<file path="src/rtl/bip_host_bridge_if.sv">
// rtl/bip_host_bridge_if.sv - UART/CPU signal bundle for the BIP host bridge
interface bip_host_bridge_if #(
  parameter int NB_BYTE = 8,
  parameter int NB_ACC  = 16,
  parameter int NB_CLK  = 8
);
  logic               rx_done_tick;
  logic [NB_BYTE-1:0] rx_data;
  logic               tx_done_tick;
  logic               tx_start;
  logic [NB_BYTE-1:0] tx_data;
  logic               cpu_done;
  logic [NB_ACC-1:0]  in_acc;
  logic [NB_CLK-1:0]  in_clk_count;
  logic               cpu_start;
  logic               cpu_reset;
  logic               busy;
  logic               overrun;

  modport master (
    input  rx_done_tick, rx_data, tx_done_tick, cpu_done, in_acc, in_clk_count,
    output tx_start, tx_data, cpu_start, cpu_reset, busy, overrun
  );

  modport slave (
    output rx_done_tick, rx_data, tx_done_tick, cpu_done, in_acc, in_clk_count,
    input  tx_start, tx_data, cpu_start, cpu_reset, busy, overrun
  );
endinterface

</file>
<file path="src/rtl/bip_host_bridge.sv">
// rtl/bip_host_bridge.sv - UART host bridge: command decode, CPU run control, result frame streaming
module bip_host_bridge #(
  parameter int NB_BYTE     = 8,
  parameter int NB_ACC      = 16,
  parameter int NB_CLK      = 8,
  parameter int HEADER_EN   = 1,
  parameter int RUN_TIMEOUT = 1024
) (
  input logic               clk,
  input logic               reset,
  bip_host_bridge_if.master bus
);
  localparam int ACC_BYTES = (NB_ACC + NB_BYTE - 1) / NB_BYTE;
  localparam int CLK_BYTES = (NB_CLK + NB_BYTE - 1) / NB_BYTE;
  localparam int PAY_BYTES = ACC_BYTES + CLK_BYTES;
  localparam int FRAME_LEN = HEADER_EN + PAY_BYTES;
  localparam int IDX_W     = (FRAME_LEN > 1) ? $clog2(FRAME_LEN) : 1;
  localparam int TMO_W     = $clog2(RUN_TIMEOUT + 2);

  localparam logic [NB_BYTE-1:0] CMD_START  = NB_BYTE'(8'h01);
  localparam logic [NB_BYTE-1:0] CMD_RESET  = NB_BYTE'(8'h02);
  localparam logic [NB_BYTE-1:0] CMD_RESEND = NB_BYTE'(8'h03);
  localparam logic [NB_BYTE-1:0] HDR_BYTE   = NB_BYTE'(8'hA5);
  localparam logic [NB_BYTE-1:0] ACK_BYTE   = NB_BYTE'(8'hAC);
  localparam logic [NB_BYTE-1:0] ERR_TMO    = NB_BYTE'(8'hE1);
  localparam logic [NB_BYTE-1:0] ERR_NORES  = NB_BYTE'(8'hE2);
  localparam logic [NB_BYTE-1:0] ERR_CMD    = NB_BYTE'(8'hEE);

  typedef enum logic [1:0] {IDLE, RUN, LOAD, WAIT_TX} state_t;

  state_t             state, state_n;
  logic               rx_prev, tx_prev;
  logic [NB_ACC-1:0]  acc_sh, acc_sh_n;
  logic [NB_CLK-1:0]  clk_sh, clk_sh_n;
  logic               result_valid, result_valid_n;
  logic [IDX_W-1:0]   idx, idx_n;
  logic [TMO_W-1:0]   tmo_cnt, tmo_cnt_n;
  logic               run_first, run_first_n;
  logic               single, single_n;
  logic [NB_BYTE-1:0] single_byte, single_byte_n;
  logic               tx_start_q, tx_start_n;
  logic [NB_BYTE-1:0] tx_data_q, tx_data_n;
  logic               cpu_start_q, cpu_start_n;
  logic               cpu_reset_q, cpu_reset_n;
  logic               busy_q, busy_n;
  logic               overrun_q, overrun_n;

  logic               rx_rise, tx_rise;
  logic [PAY_BYTES*NB_BYTE-1:0] payload;
  logic [NB_BYTE-1:0] frame [FRAME_LEN];
  logic [NB_BYTE-1:0] frame_byte;
  logic               last_byte;

  assign rx_rise = bus.rx_done_tick & ~rx_prev;
  assign tx_rise = bus.tx_done_tick & ~tx_prev;

  // Frame is built from the shadow copy so a resend never sees live CPU values.
  always_comb begin
    payload = '0;
    payload[NB_ACC-1:0] = acc_sh;
    payload[ACC_BYTES*NB_BYTE +: NB_CLK] = clk_sh;
    for (int i = 0; i < FRAME_LEN; i++) frame[i] = '0;
    if (HEADER_EN != 0) frame[0] = HDR_BYTE;
    for (int i = 0; i < PAY_BYTES; i++) frame[HEADER_EN + i] = payload[i*NB_BYTE +: NB_BYTE];
  end

  assign frame_byte = single ? single_byte : frame[idx];
  assign last_byte  = single || (idx == IDX_W'(FRAME_LEN - 1));

  always_comb begin
    state_n        = state;
    acc_sh_n       = acc_sh;
    clk_sh_n       = clk_sh;
    result_valid_n = result_valid;
    idx_n          = idx;
    tmo_cnt_n      = tmo_cnt;
    run_first_n    = run_first;
    single_n       = single;
    single_byte_n  = single_byte;
    tx_start_n     = 1'b0;
    tx_data_n      = tx_data_q;
    cpu_start_n    = 1'b0;
    cpu_reset_n    = 1'b0;
    overrun_n      = overrun_q;

    if (rx_rise && state != IDLE) overrun_n = 1'b1;

    case (state)
      IDLE: begin
        if (rx_rise) begin
          overrun_n = 1'b0;
          idx_n     = '0;
          single_n  = 1'b1;
          state_n   = LOAD;
          case (bus.rx_data)
            CMD_START: begin
              cpu_start_n = 1'b1;
              tmo_cnt_n   = '0;
              run_first_n = 1'b1;
              state_n     = RUN;
            end
            CMD_RESET: begin
              cpu_reset_n    = 1'b1;
              result_valid_n = 1'b0;
              single_byte_n  = ACK_BYTE;
            end
            CMD_RESEND: begin
              if (result_valid) single_n = 1'b0;
              else              single_byte_n = ERR_NORES;
            end
            default: single_byte_n = ERR_CMD;
          endcase
        end
      end
      RUN: begin
        run_first_n = 1'b0;
        // The start cycle may still see the previous run's done level.
        if (!run_first && bus.cpu_done) begin
          acc_sh_n       = bus.in_acc;
          clk_sh_n       = bus.in_clk_count;
          result_valid_n = 1'b1;
          single_n       = 1'b0;
          idx_n          = '0;
          state_n        = LOAD;
        end else if (RUN_TIMEOUT > 0 && tmo_cnt == TMO_W'(RUN_TIMEOUT - 1)) begin
          single_n      = 1'b1;
          single_byte_n = ERR_TMO;
          idx_n         = '0;
          state_n       = LOAD;
        end else if (RUN_TIMEOUT > 0) begin
          tmo_cnt_n = tmo_cnt + TMO_W'(1);
        end
      end
      LOAD: begin
        tx_data_n  = frame_byte;
        tx_start_n = 1'b1;
        state_n    = WAIT_TX;
      end
      WAIT_TX: begin
        if (tx_rise) begin
          if (last_byte) begin
            state_n = IDLE;
          end else begin
            idx_n   = idx + IDX_W'(1);
            state_n = LOAD;
          end
        end
      end
      default: state_n = IDLE;
    endcase

    busy_n = (state_n != IDLE);
  end

  always_ff @(posedge clk or negedge reset) begin
    if (!reset) begin
      state        <= IDLE;
      rx_prev      <= 1'b0;
      tx_prev      <= 1'b0;
      acc_sh       <= '0;
      clk_sh       <= '0;
      result_valid <= 1'b0;
      idx          <= '0;
      tmo_cnt      <= '0;
      run_first    <= 1'b0;
      single       <= 1'b0;
      single_byte  <= '0;
      tx_start_q   <= 1'b0;
      tx_data_q    <= '0;
      cpu_start_q  <= 1'b0;
      cpu_reset_q  <= 1'b0;
      busy_q       <= 1'b0;
      overrun_q    <= 1'b0;
    end else begin
      state        <= state_n;
      rx_prev      <= bus.rx_done_tick;
      tx_prev      <= bus.tx_done_tick;
      acc_sh       <= acc_sh_n;
      clk_sh       <= clk_sh_n;
      result_valid <= result_valid_n;
      idx          <= idx_n;
      tmo_cnt      <= tmo_cnt_n;
      run_first    <= run_first_n;
      single       <= single_n;
      single_byte  <= single_byte_n;
      tx_start_q   <= tx_start_n;
      tx_data_q    <= tx_data_n;
      cpu_start_q  <= cpu_start_n;
      cpu_reset_q  <= cpu_reset_n;
      busy_q       <= busy_n;
      overrun_q    <= overrun_n;
    end
  end

  assign bus.tx_start  = tx_start_q;
  assign bus.tx_data   = tx_data_q;
  assign bus.cpu_start = cpu_start_q;
  assign bus.cpu_reset = cpu_reset_q;
  assign bus.busy      = busy_q;
  assign bus.overrun   = overrun_q;
endmodule

</file>
<file path="src/flat_wrapper.sv">
// flat-port wrapper written by rule: the top's interface ports become plain ports
module bip_host_bridge_flat 
#(
  parameter int NB_BYTE     = 8,
  parameter int NB_ACC      = 16,
  parameter int NB_CLK      = 8,
  parameter int HEADER_EN   = 1,
  parameter int RUN_TIMEOUT = 1024
)
  (clk, reset, bus_rx_done_tick, bus_rx_data, bus_tx_done_tick, bus_cpu_done, bus_in_acc, bus_in_clk_count, bus_tx_start, bus_tx_data, bus_cpu_start, bus_cpu_reset, bus_busy, bus_overrun);
  bip_host_bridge_if #(.NB_BYTE(NB_BYTE), .NB_ACC(NB_ACC), .NB_CLK(NB_CLK)) bus_i ();
  input logic clk;
  input logic reset;
  input wire logic [$bits(bus_i.rx_done_tick)-1:0] bus_rx_done_tick;
  input wire logic [$bits(bus_i.rx_data)-1:0] bus_rx_data;
  input wire logic [$bits(bus_i.tx_done_tick)-1:0] bus_tx_done_tick;
  input wire logic [$bits(bus_i.cpu_done)-1:0] bus_cpu_done;
  input wire logic [$bits(bus_i.in_acc)-1:0] bus_in_acc;
  input wire logic [$bits(bus_i.in_clk_count)-1:0] bus_in_clk_count;
  output wire logic [$bits(bus_i.tx_start)-1:0] bus_tx_start;
  output wire logic [$bits(bus_i.tx_data)-1:0] bus_tx_data;
  output wire logic [$bits(bus_i.cpu_start)-1:0] bus_cpu_start;
  output wire logic [$bits(bus_i.cpu_reset)-1:0] bus_cpu_reset;
  output wire logic [$bits(bus_i.busy)-1:0] bus_busy;
  output wire logic [$bits(bus_i.overrun)-1:0] bus_overrun;
  assign bus_i.rx_done_tick = bus_rx_done_tick;
  assign bus_i.rx_data = bus_rx_data;
  assign bus_i.tx_done_tick = bus_tx_done_tick;
  assign bus_i.cpu_done = bus_cpu_done;
  assign bus_i.in_acc = bus_in_acc;
  assign bus_i.in_clk_count = bus_in_clk_count;
  assign bus_tx_start = bus_i.tx_start;
  assign bus_tx_data = bus_i.tx_data;
  assign bus_cpu_start = bus_i.cpu_start;
  assign bus_cpu_reset = bus_i.cpu_reset;
  assign bus_busy = bus_i.busy;
  assign bus_overrun = bus_i.overrun;
  bip_host_bridge #(.NB_BYTE(NB_BYTE), .NB_ACC(NB_ACC), .NB_CLK(NB_CLK), .HEADER_EN(HEADER_EN), .RUN_TIMEOUT(RUN_TIMEOUT)) u_core (.clk(clk), .reset(reset), .bus(bus_i));
endmodule
</file>
<file path="config.mk">
export PLATFORM = sky130hd
export DESIGN_NAME = bip_host_bridge_flat
export DESIGN_NICKNAME = d
export VERILOG_FILES = /design/src/rtl/bip_host_bridge_if.sv /design/src/rtl/bip_host_bridge.sv /design/src/flat_wrapper.sv
export SDC_FILE = /design/constraint.sdc
export NUM_CORES = 1
export LEC_CHECK = 0
export ABC_AREA = 1
export BUFFER_PORTS_ARGS = -buffer_cell sky130_fd_sc_hd__clkbuf_2
export CAP_MARGIN = 30
export CORE_AREA = 2 2 81 83
export DETAILED_ROUTE_END_ITERATION = 10
export DIE_AREA = 0 0 83 85
export GPL_TIMING_DRIVEN = 0
export PLACE_DENSITY = 0.74
export SLEW_MARGIN = 20
export SYNTH_ARGS = -nofsm -noshare
export SYNTH_HDL_FRONTEND = slang
export SYNTH_SLANG_ARGS = --single-unit
</file>
<file path="constraint.sdc">
create_clock -name clk -period 1.6 [get_ports clk]
set_input_delay 0.16 -clock clk [delete_from_list [all_inputs] [get_ports clk]]
set_output_delay 0.16 -clock clk [all_outputs]
set_load 0.03 [all_outputs]
</file>
==> flow_metrics.env, run 1 <==
export IMPL_status="completed"
export IMPL_holdWs_ns=0.03708
export IMPL_antenna_cells=0
export IMPL_post_route_min_period_ns=1.545
export IMPL_overflow=0
export IMPL_row_count=29
export IMPL_worstSetupStartpointType="flop"
export IMPL_routed_wl_um=6682
export IMPL_p_per_area_nw_per_um2=1583
export IMPL_final_common_cell="nand2_1"
export IMPL_num_fill_cells=535
export IMPL_setup_viol=0
export IMPL_cts_buffer_depth=2
export IMPL_fmax_ghz=0.6472
export IMPL_vias_per_cell=5.033
export IMPL_dieArea_sq_um=7055
export IMPL_ys_seq_elements=62
export IMPL_wl_per_cell_um=12.95
export IMPL_ant_nets=0
export IMPL_grt_usage=0.1940
export IMPL_final_cells=516
export IMPL_slew_headroom=0.6610
export IMPL_layout_drive_gt1_share=0.2870
export IMPL_area_growth_pct=24.73
export IMPL_rsz0062_at_grt="false"
export IMPL_synth_cells=362
export IMPL_nets=473
export IMPL_grt_max_degree=33
export IMPL_grt_pass1_wl_um=11100
export IMPL_crit_family="flip-flops"
export IMPL_port_buffers=49
export IMPL_cpMostUsedCell="buf_6"
export IMPL_clk_pin_slew_ns=0.08
export IMPL_grt_antenna_before_repair=0
export IMPL_start_util=0.4908
export IMPL_cts_root_buf="clkbuf_8"
export IMPL_synth_avg_cell_area_sq_um=8.413
export IMPL_worst_path_buf_inv=3
export IMPL_maxSlewViolCount=0
export IMPL_worstPathRequired_ns=1.83
export IMPL_synth_cell_types=33
export IMPL_fin_crit_sh=0.9656
export IMPL_cts_max_level=3
export IMPL_cts_buffers=9
export IMPL_min_path_type="in2reg"
export IMPL_layout_common_cells="nand2_1 (93), dfrtp_1 (59), clkbuf_2 (48), inv_1 (41), nor2_1 (41)"
export IMPL_routed_via_count=2597
export IMPL_seq_area_frac_synth=0.5094
export IMPL_firstDrtPassIters=4
export IMPL_dieWidth_um=83
export IMPL_peakVddDrop_v=0.001061
export IMPL_synth_area_leaders="dfrtp_1 (51%), nand2_1 (12%), mux2_2 (7.0%), nor2_1 (5.4%), inv_1 (5.2%)"
export IMPL_yosysWarnings=0
export IMPL_hold_viol=0
export IMPL_critPathSlowestCell="dfrtp_2"
export IMPL_slowest_delay_ns=0.48
export IMPL_hpwl_um=4814
export IMPL_drv_cap=0
export IMPL_drt_iter0_drc=119
export IMPL_syn_area_sq_um=3045
export IMPL_die_h_um=85
export IMPL_syn_nets=401
export IMPL_first_global_vias=2478
export IMPL_power_w=0.006013
export IMPL_critPathCaptureType="flop"
export IMPL_ios=50
export IMPL_synth_top_area_share=0.5094
export IMPL_drc_errors=0
export IMPL_worstPathArrival_ns=1.78
export IMPL_skew_ns=0.01353
export IMPL_critPathMaxFanout=10
export IMPL_core_sq_um=6205
export IMPL_path_class="reg2reg"
export IMPL_gp_congestion=0.8393
export IMPL_tritoncts="yes"
export IMPL_clock_sinks=62
export IMPL_clk_latency_ns=0.35
export IMPL_tightest_slew_ns=0.5080
export IMPL_dp_cells=489
export IMPL_p_leak_nw=1.875
export IMPL_synth_top_cell_by_area="dfrtp_1"
export IMPL_crit_chain="nand2_4 > clkinv_4 > nand2_2 > buf_6 > buf_6 > mux2_4"
==> final timing paths <==
| kind | from | end | slack (ns) | cells after the start |
|---|---|---|---|---|
| max in group asynchronous | reset | u_core.single_byte[3] | 0.76 | 3 |
| setup reg to reg | u_core.state[0] | u_core.acc_sh[3] | 0.05 | 6 |
| setup / recovery | u_core.state[0] | u_core.acc_sh[3] | 0.05 | 6 |
| hold / removal | bus_in_acc[12] | u_core.acc_sh[12] | 0.04 | 2 |
| hold reg to reg | u_core.single_byte[5] | u_core.single_byte[5] | 0.47 | 2 |
| min in group asynchronous | reset | u_core.tmo_cnt[6] | 0.31 | 2 |
==> metrics by stage <==
stage / TNS [ns] / setup WS (ns) / instance area [sq um] / utilization
2_1_floorplan: 0 / 0.01989 / 3053 / -
3_3_place_gp: -3.919 / -0.2230 / 3395 / 0.5471
3_5_place_dp: -4.645 / -0.2704 / 3417 / 0.5507
4_1_cts: 0 / 0.004173 / 3704 / 0.5969
5_1_grt: 0 / 0.009751 / 3799 / 0.6122
6_report: 0 / 0.05498 / 3799 / 0.6122
==> per-layer routing <==
| layer | vias to the layer above | wire (um) | track usage | share of wire |
|---|---|---|---|---|
| li1 | 1308 | - | - | - |
| met1 | 1214 | 2937 | 0.2513 | 0.44 |
| met4 | 0 | 78 | 0.07154 | 0.012 |
| met5 | - | 0 | 0 | 0 |
| met3 | 7 | 304 | 0.03794 | 0.045 |
| met2 | 68 | 3362 | 0.3262 | 0.50 |
==> timing repair <==
| action | 4_1_cts | 5_1_grt |
|---|---|---|
| pin swaps | 1 | 3 |
| gates resized for setup | 7 | 19 |
| setup endpoints to repair | 33 | 27 |
| gates cloned | 0 | 0 |
| endpoints found under the hold margin | 32 | 0 |
| buffers inserted | 3 | 5 |
| hold buffers | 3 | 0 |
==> cell usage after synthesis, drive strengths merged <==
| cell | number |
|---|---|
| nand2 | 101 |
| dfrtp | 62 |
| nor2 | 49 |
| inv | 43 |
| nand3 | 21 |
| o21ai | 21 |
| mux2 | 20 |
| a21oi | 17 |
| buf | 4 |
| nand4 | 4 |
| clkbuf | 3 |
| ha | 2 |
| nor3 | 2 |
| o221ai | 2 |
| or2 | 2 |
| a22o | 1 |
| a22oi | 1 |
| clkinv | 1 |
| nand3b | 1 |
| nor3b | 1 |
| o2111ai | 1 |
| o211ai | 1 |
| xnor2 | 1 |
| xor2 | 1 |
==> final cells by class <==
type	count	area [sq um]	share of cell area
Multi-Input combinational cell	249	1363	0.3587
Clock inverter	7	80.08	0.02108
Inverter	44	170.2	0.04480
Tap cell	77	96.34	0.02536
Timing Repair Buffer	61	357.8	0.09420
Clock buffer	9	123.9	0.03261
Buffer	7	52.55	0.01383
Sequential cell	62	1555	0.4094
==> flip-flops by register name (all words and copies together), names as in the netlist, 2 cells and up, named ones only <==
name and cells:
u_core.single_byte 5, u_core.state 2, u_core.bus.tx_data 8, u_core.clk_sh 8, u_core.idx 2, u_core.acc_sh 16
u_core.tmo_cnt 11
==> power by group <==
group / switching (W) / internal (W)
registers: 0.000350 / 0.00213
logic: 0.00126 / 0.000851
clock network: 0.000683 / 0.000737
==> logic make-up (layout without fill, tap and decap cells) <==
family                   after synthesis  after routing  synth area share
AO/OA/AOI/OAI                         44             44           0.08012
buffers and inverters                 51            128           0.06984
AND/OR/NAND/NOR                      181            181            0.2514
flip-flops                            62             62            0.5095
multiplexers                          20             20           0.07519
adder cells (fa/ha/maj)                2              2          0.008216
XOR/XNOR                               2              2          0.005753
No activity file was read; power rests on OpenSTA's default activity.
==> inputs of run 2 (changes only) <==
--- a/config.mk
+++ b/config.mk
@@ -8,12 +8,14 @@
 export ABC_AREA = 1
 export BUFFER_PORTS_ARGS = -buffer_cell sky130_fd_sc_hd__clkbuf_2
 export CAP_MARGIN = 30
-export CORE_AREA = 2 2 81 83
+export CELL_PAD_IN_SITES_DETAIL_PLACEMENT = 1
+export CELL_PAD_IN_SITES_GLOBAL_PLACEMENT = 2
+export CORE_AREA = 2 2 104 106
 export DETAILED_ROUTE_END_ITERATION = 10
-export DIE_AREA = 0 0 83 85
+export DIE_AREA = 0 0 106 108
 export GPL_TIMING_DRIVEN = 0
-export PLACE_DENSITY = 0.74
-export SLEW_MARGIN = 20
+export PLACE_DENSITY_LB_ADDON = 0.1
+export SLEW_MARGIN = 25
 export SYNTH_ARGS = -nofsm -noshare
 export SYNTH_HDL_FRONTEND = slang
 export SYNTH_SLANG_ARGS = --single-unit
==> run 2 against run 1 <==
  * Combinational power up 9%
  * Routed wire length up 23%
  * Worst hold slack better by 0.0026 ns
  * Clock-buffer cell count up 1
  * Flip-flop and latch count unchanged
  * First-iteration DRC count down 59%
  * Worst setup slack better by 0.029 ns
  * Critical endpoint is now u_core.single_byte[1]
==> flow_metrics.env, run 2 (synthesized netlist as in run 1, its figures left out) <==
export IMPL_status="completed"
export IMPL_rr_worst_depth=8
export IMPL_final_common_cell="nand2_1"
export IMPL_clk_latency_ns=0.34
export IMPL_drt_iter0_drc=49
export IMPL_layout_drive_gt1_share=0.3229
export IMPL_cts_max_level=3
export IMPL_row_count=37
export IMPL_peakVddDrop_v=0.0005256
export IMPL_fin_crit_sh=0.9476
export IMPL_worstReg2RegEnd="u_core.single_byte[1]"
export IMPL_grt_max_degree=45
export IMPL_tns_ns=0
export IMPL_critPathMaxFanout=5
export IMPL_tritoncts="yes"
export IMPL_p_per_area_nw_per_um2=1587
export IMPL_r2r_slack_ns=0.08
export IMPL_worstPathArrival_ns=1.79
export IMPL_hpwl_um=6066
export IMPL_nets=483
export IMPL_tightest_slew_ns=0.5020
export IMPL_routed_via_count=2608
export IMPL_critPathCaptureType="flop"
export IMPL_wl_per_cell_um=14.06
export IMPL_min_path_type="in2reg"
export IMPL_skew_ns=0.009948
export IMPL_largest_register="u_core.acc_sh"
export IMPL_post_route_min_period_ns=1.516
export IMPL_final_area_sq_um=4021
export IMPL_crit_end="u_core.single_byte[1]"
export IMPL_swShare=0.3722
export IMPL_drc_errors=0
export IMPL_layout_common_cells="nand2_1 (92), dfrtp_1 (57), clkbuf_2 (50), inv_1 (39), nor2_1 (39)"
export IMPL_ios=50
export IMPL_dieArea_sq_um=11450
export IMPL_critical_path_startpoint="u_core.tmo_cnt[1]"
export IMPL_clk_pin_slew_ns=0.08
export IMPL_drv_cap=0
export IMPL_ant_nets=0
export IMPL_cts_buffers=9
export IMPL_firstDrtPassIters=4
export IMPL_cts_buffer_depth=2
export IMPL_dieWidth_um=106
export IMPL_clockPowerShare=0.251
export IMPL_die_h_um=108
export IMPL_gp_congestion=0.7067
export IMPL_reg_top3="u_core.acc_sh: 16 flops, u_core.tmo_cnt: 11 flops"
export IMPL_maxSlewViolCount=0
export IMPL_first_global_vias=2791
export IMPL_start_util=0.2977
export IMPL_grt_pass1_wl_um=14020
export IMPL_grt_usage=0.1588
export IMPL_setup_viol=0
export IMPL_place_area_sq_um=3498
export IMPL_p_leak_nw=1.948
export IMPL_port_buffers=49
export IMPL_fmax_ghz=0.6595
export IMPL_core_sq_um=10230
export IMPL_routed_wl_um=8225
export IMPL_switchingPower_w=0.002376
export IMPL_hold_path_depth=2
export IMPL_worstSetupStartpointType="flop"
export IMPL_seqPwrFrac=0.388
export IMPL_clock_sinks=62
export IMPL_p_int_w=0.004008
export IMPL_vias_per_cell=4.458
export IMPL_path_class="reg2reg"
export IMPL_rsz0062_at_grt="true"
export IMPL_hold_viol=0
export IMPL_cts_root_buf="clkbuf_8"
export IMPL_area_growth_pct=32.05
export IMPL_grt_antenna_before_repair=0
export IMPL_slew_headroom=0.6650
export IMPL_overflow=0
export IMPL_worstPathRequired_ns=1.88
export IMPL_pwr_share_comb=0.361
export IMPL_largest_reg_flops=16
export IMPL_antenna_cells=0
export IMPL_reg2reg_from="u_core.tmo_cnt[1]"
-- run 2: metrics by stage --
| stage | util | cells | setup slack (ns) | total power (W) | hold slack (ns) |
|---|---|---|---|---|---|
| finish | 0.3931 | 585 | 0.08379 | 0.006383 | 0.03964 |
| global route | 0.3931 | 585 | -0.03343 | 0.006892 | 0.02151 |
| CTS | 0.3763 | 572 | 0.004515 | 0.006287 | 0.02132 |
| detailed placement | 0.3419 | 548 | -0.3970 | 0.004544 | 0.1045 |
| global placement | 0.3390 | 547 | -0.3600 | 0.004477 | 0.2856 |
| floorplan | - | 362 | 0.01989 | 0.003848 | -0.1356 |
-- run 2: power by group through the flow --
stage	clock network, W	registers [W]	logic (W)
2_1_floorplan	0	0.00263	0.00122
3_3_place_gp	0	0.00248	0.00200
3_5_place_dp	0	0.00250	0.00204
4_1_cts	0.00167	0.00247	0.00215
5_1_grt	0.00172	0.00256	0.00261
6_report	0.00160	0.00248	0.00231
-- run 2: area by class of cell --
type,count,area [sq um]
plain buffers,7,58.81
clock buffers,10,137.6
clock inverters,6,93.84
fillers,1202,6210
inverters,44,176.4
multi-input cells,249,1383
flip-flops and latches,62,1558
well taps,136,170.2
repair buffers,71,444.2
-- run 2: worst min path at each step --
stage	start	to	slack (ns)
after floorplan	reset	asynchronous set/reset pin	-0.14
after CTS	bus_in_acc[3]	u_core.acc_sh[3]	0.02
after global routing	bus_in_acc[14]	u_core.acc_sh[14]	0.02
final	bus_in_acc[3]	u_core.acc_sh[3]	0.04
after detailed placement	reset	u_core.tmo_cnt[6]	0.10
after global placement	bus_tx_done_tick	u_core.tx_prev	0.29
-- run 2: worst max-delay path, stage by stage (launching register included) --
cell and delay [ns]:
dfrtp_1 0.39, ha_4 0.16, nand2_2 0.07, nor2_4 0.14, nand3_4 0.13, a21oi_4 0.22
buf_4 0.14, nand3_1 0.09, nand2_1 0.11
-- run 2: metal layers --
layer | GRT usage | wire (um) | vias up
met4 | 0.04793 | 99 | 0
li1 | - | - | 1326
met2 | 0.2581 | 3860 | 31
met5 | 0 | 0 | -
met1 | 0.2143 | 4063 | 1239
met3 | 0.03315 | 201 | 12
-- run 2: what timing repair did --
action / 4_1_cts / 5_1_grt
pin swaps: 2 / 5
buffers inserted: 5 / 12
endpoints found under the hold margin: 20 / 0
hold buffers: 3 / 0
gates resized for setup: 14 / 31
setup endpoints to repair: 36 / 39
gates cloned: 0 / 1
==> inputs of run 3 (changes only) <==
--- a/config.mk
+++ b/config.mk
@@ -10,9 +10,9 @@
 export CAP_MARGIN = 30
 export CELL_PAD_IN_SITES_DETAIL_PLACEMENT = 1
 export CELL_PAD_IN_SITES_GLOBAL_PLACEMENT = 2
-export CORE_AREA = 2 2 104 106
+export CORE_AREA = 2 2 100 102
 export DETAILED_ROUTE_END_ITERATION = 10
-export DIE_AREA = 0 0 106 108
+export DIE_AREA = 0 0 102 104
 export GPL_TIMING_DRIVEN = 0
 export PLACE_DENSITY_LB_ADDON = 0.1
 export SLEW_MARGIN = 25
==> constraint.sdc (replaced) <==
create_clock -name clk -period 1.4 [get_ports clk]
set_input_delay 0.14 -clock clk [delete_from_list [all_inputs] [get_ports clk]]
set_output_delay 0.14 -clock clk [all_outputs]
set_load 0.03 [all_outputs]
==> run 3 against run 2 <==
  * The run now ends with negative setup slack left
  * Clock-buffer cell count is the same
  * Final area grew 10%
  * First-iteration DRC count shrank 2.0%
  * Fmax shrank 1.3%
  * Critical path type unchanged
  * Largest cell class is now multi-input gates
  * Largest power group is now combinational cells
==> flow_metrics.env, run 3 (synthesized netlist as in run 1, its figures left out) <==
export IMPL_status="finished with violations"
export IMPL_violations="negative setup slack"
export IMPL_p_per_area_nw_per_um2=1733
export IMPL_ios=50
export IMPL_dieArea_sq_um=10610
export IMPL_start_util=0.3189
export IMPL_drt_iter0_drc=48
export IMPL_critPathMaxFanout=4
export IMPL_cts_buffer_depth=2
export IMPL_area_growth_pct=45.19
export IMPL_dieWidth_um=102
export IMPL_overflow=0
export IMPL_hold_viol=0
export IMPL_tightest_slew_ns=0.3939
export IMPL_num_fill_cells=1134
export IMPL_critPathCaptureType="flop"
export IMPL_rsz0062_at_grt="true"
export IMPL_final_area_sq_um=4422
export IMPL_crit_family="simple AND/OR/NAND/NOR gates"
export IMPL_post_route_min_period_ns=1.536
export IMPL_slowest_delay_ns=0.44
export IMPL_clock_sinks=62
export IMPL_grt_max_degree=47
export IMPL_critPathSlowestCell="dfrtp_1"
export IMPL_gp_congestion=0.7555
export IMPL_row_count=36
export IMPL_dp_cells=545
export IMPL_cts_buffers=9
export IMPL_clk_latency_ns=0.34
export IMPL_place_area_sq_um=3530
export IMPL_worstPathRequired_ns=1.67
export IMPL_vias_per_cell=4.586
export IMPL_fin_crit_sh=1.097
export IMPL_cts_max_level=3
export IMPL_fmax_ghz=0.6511
export IMPL_layout_drive_gt1_share=0.4328
export IMPL_peakVddDrop_v=0.0006998
export IMPL_maxSlewViolCount=0
export IMPL_skew_ns=0.009935
export IMPL_largest_reg_flops=16
export IMPL_wl_per_cell_um=14.70
export IMPL_drc_errors=0
export IMPL_post_route_worst_setup_slack_ns=-0.1360
export IMPL_min_path_type="in2reg"
export IMPL_reg_top3="u_core.acc_sh: 16 flops, u_core.tmo_cnt: 11 flops"
export IMPL_cts_root_buf="clkbuf_8"
export IMPL_cpMostUsedCell="buf_4"
export IMPL_routed_wl_um=8952
export IMPL_multiInputGateArea_sq_um=1575
export IMPL_routed_via_count=2793
export IMPL_grt_antenna_before_repair=0
export IMPL_grt_usage=0.1788
export IMPL_drv_cap=0
export IMPL_power_w=0.007661
export IMPL_crit_chain="inv_2 > nand2_4 > buf_4 > buf_4 > nor3b_1 > nand3_1 > nand2_1"
export IMPL_pre_cts_slack_ns=-0.3350
export IMPL_nets=510
export IMPL_worst_path_buf_inv=3
export IMPL_final_common_cell="nand2_1"
export IMPL_path_class="reg2reg"
export IMPL_setup_viol=34
export IMPL_firstDrtPassIters=4
export IMPL_antenna_cells=0
export IMPL_port_buffers=49
export IMPL_first_global_vias=2914
export IMPL_tns_ns=-1.279
export IMPL_layout_common_cells="nand2_1 (83), dfrtp_1 (59), clkbuf_2 (50), inv_1 (36), buf_4 (34)"
export IMPL_ant_nets=0
export IMPL_regArea_sq_um=1555
export IMPL_die_h_um=104
export IMPL_clk_pin_slew_ns=0.08
export IMPL_hpwl_um=6055
export IMPL_grt_pass1_wl_um=14650
export IMPL_worstPathArrival_ns=1.81
export IMPL_slew_headroom=0.7346
export IMPL_worstSetupStartpointType="flop"
export IMPL_final_cells=609
export IMPL_tritoncts="yes"
export IMPL_largest_register="u_core.acc_sh"
export IMPL_core_sq_um=9549
export IMPL_p_leak_nw=2.144
==> run 3: changes by cell type in the layout (fill, tap and decap cells not counted), moves of 6 or more <==
| cell | delta |
|---|---|
| o21ai_0 | -9 |
| buf_6 | +7 |
| mux2_2 | -6 |
| nand2_2 | +6 |
| nand2_1 | -9 |
| buf_4 | +16 |
| mux2_4 | +6 |
| nor2_1 | -10 |
| o21ai_1 | +6 |
==> run 3: metal layers <==
metal / wire length (um) / track usage
met1: 4369 / 0.2617
met4: 163 / 0.05429
met5: 0 / 0
met2: 4181 / 0.2707
met3: 238 / 0.02823
==> run 3: power by group <==
part	internal (W)	switching [W]
registers	0.00243	0.000436
logic	0.00156	0.00184
clock network	0.000636	0.000757
==> run 3: area by class of cell <==
| class | count | area share |
|---|---|---|
| Timing Repair Buffer | 98 | 0.1599 |
| Clock inverter | 6 | 0.008772 |
| Tap cell | 133 | 0.03763 |
| Inverter | 44 | 0.04018 |
| Multi-Input combinational cell | 249 | 0.3563 |
| Sequential cell | 62 | 0.3517 |
| Buffer | 7 | 0.01669 |
| Clock buffer | 10 | 0.02886 |
==> run 3: metrics by stage <==
stage / hold WS [ns] / utilization
global placement: 0.2656 / 0.3665
CTS: 0.01544 / 0.4320
detailed placement: 0.07029 / 0.3696
finish: 0.02296 / 0.4631
floorplan: -0.1556 / -
global route: 0.01745 / 0.4631
==> run 3: timing repair <==
action / 4_1_cts / 5_1_grt
pin swaps: 22 / 14
setup buffers: 30 / 13
endpoints found under the setup margin: 54 / 55
endpoints found under the hold margin: 18 / 0
hold buffers: 3 / 0
gates resized for setup: 51 / 52
cloned: 1 / 1
==> run 3: path summary, 6_finish.rpt <==
path | from | end | cells after the start | slack [ns]
max | u_core.state[1] | u_core.tmo_cnt[2] | 7 | -0.14
min | bus_in_acc[11] | u_core.acc_sh[11] | 2 | 0.02
min reg2reg | u_core.single_byte[5] | u_core.single_byte[5] | 2 | 0.47
max reg2reg | u_core.state[1] | u_core.tmo_cnt[2] | 7 | -0.14
min in group asynchronous | reset | u_core.tmo_cnt[5] | 2 | 0.24
max in group asynchronous | reset | u_core.idx[1] | 3 | 0.63
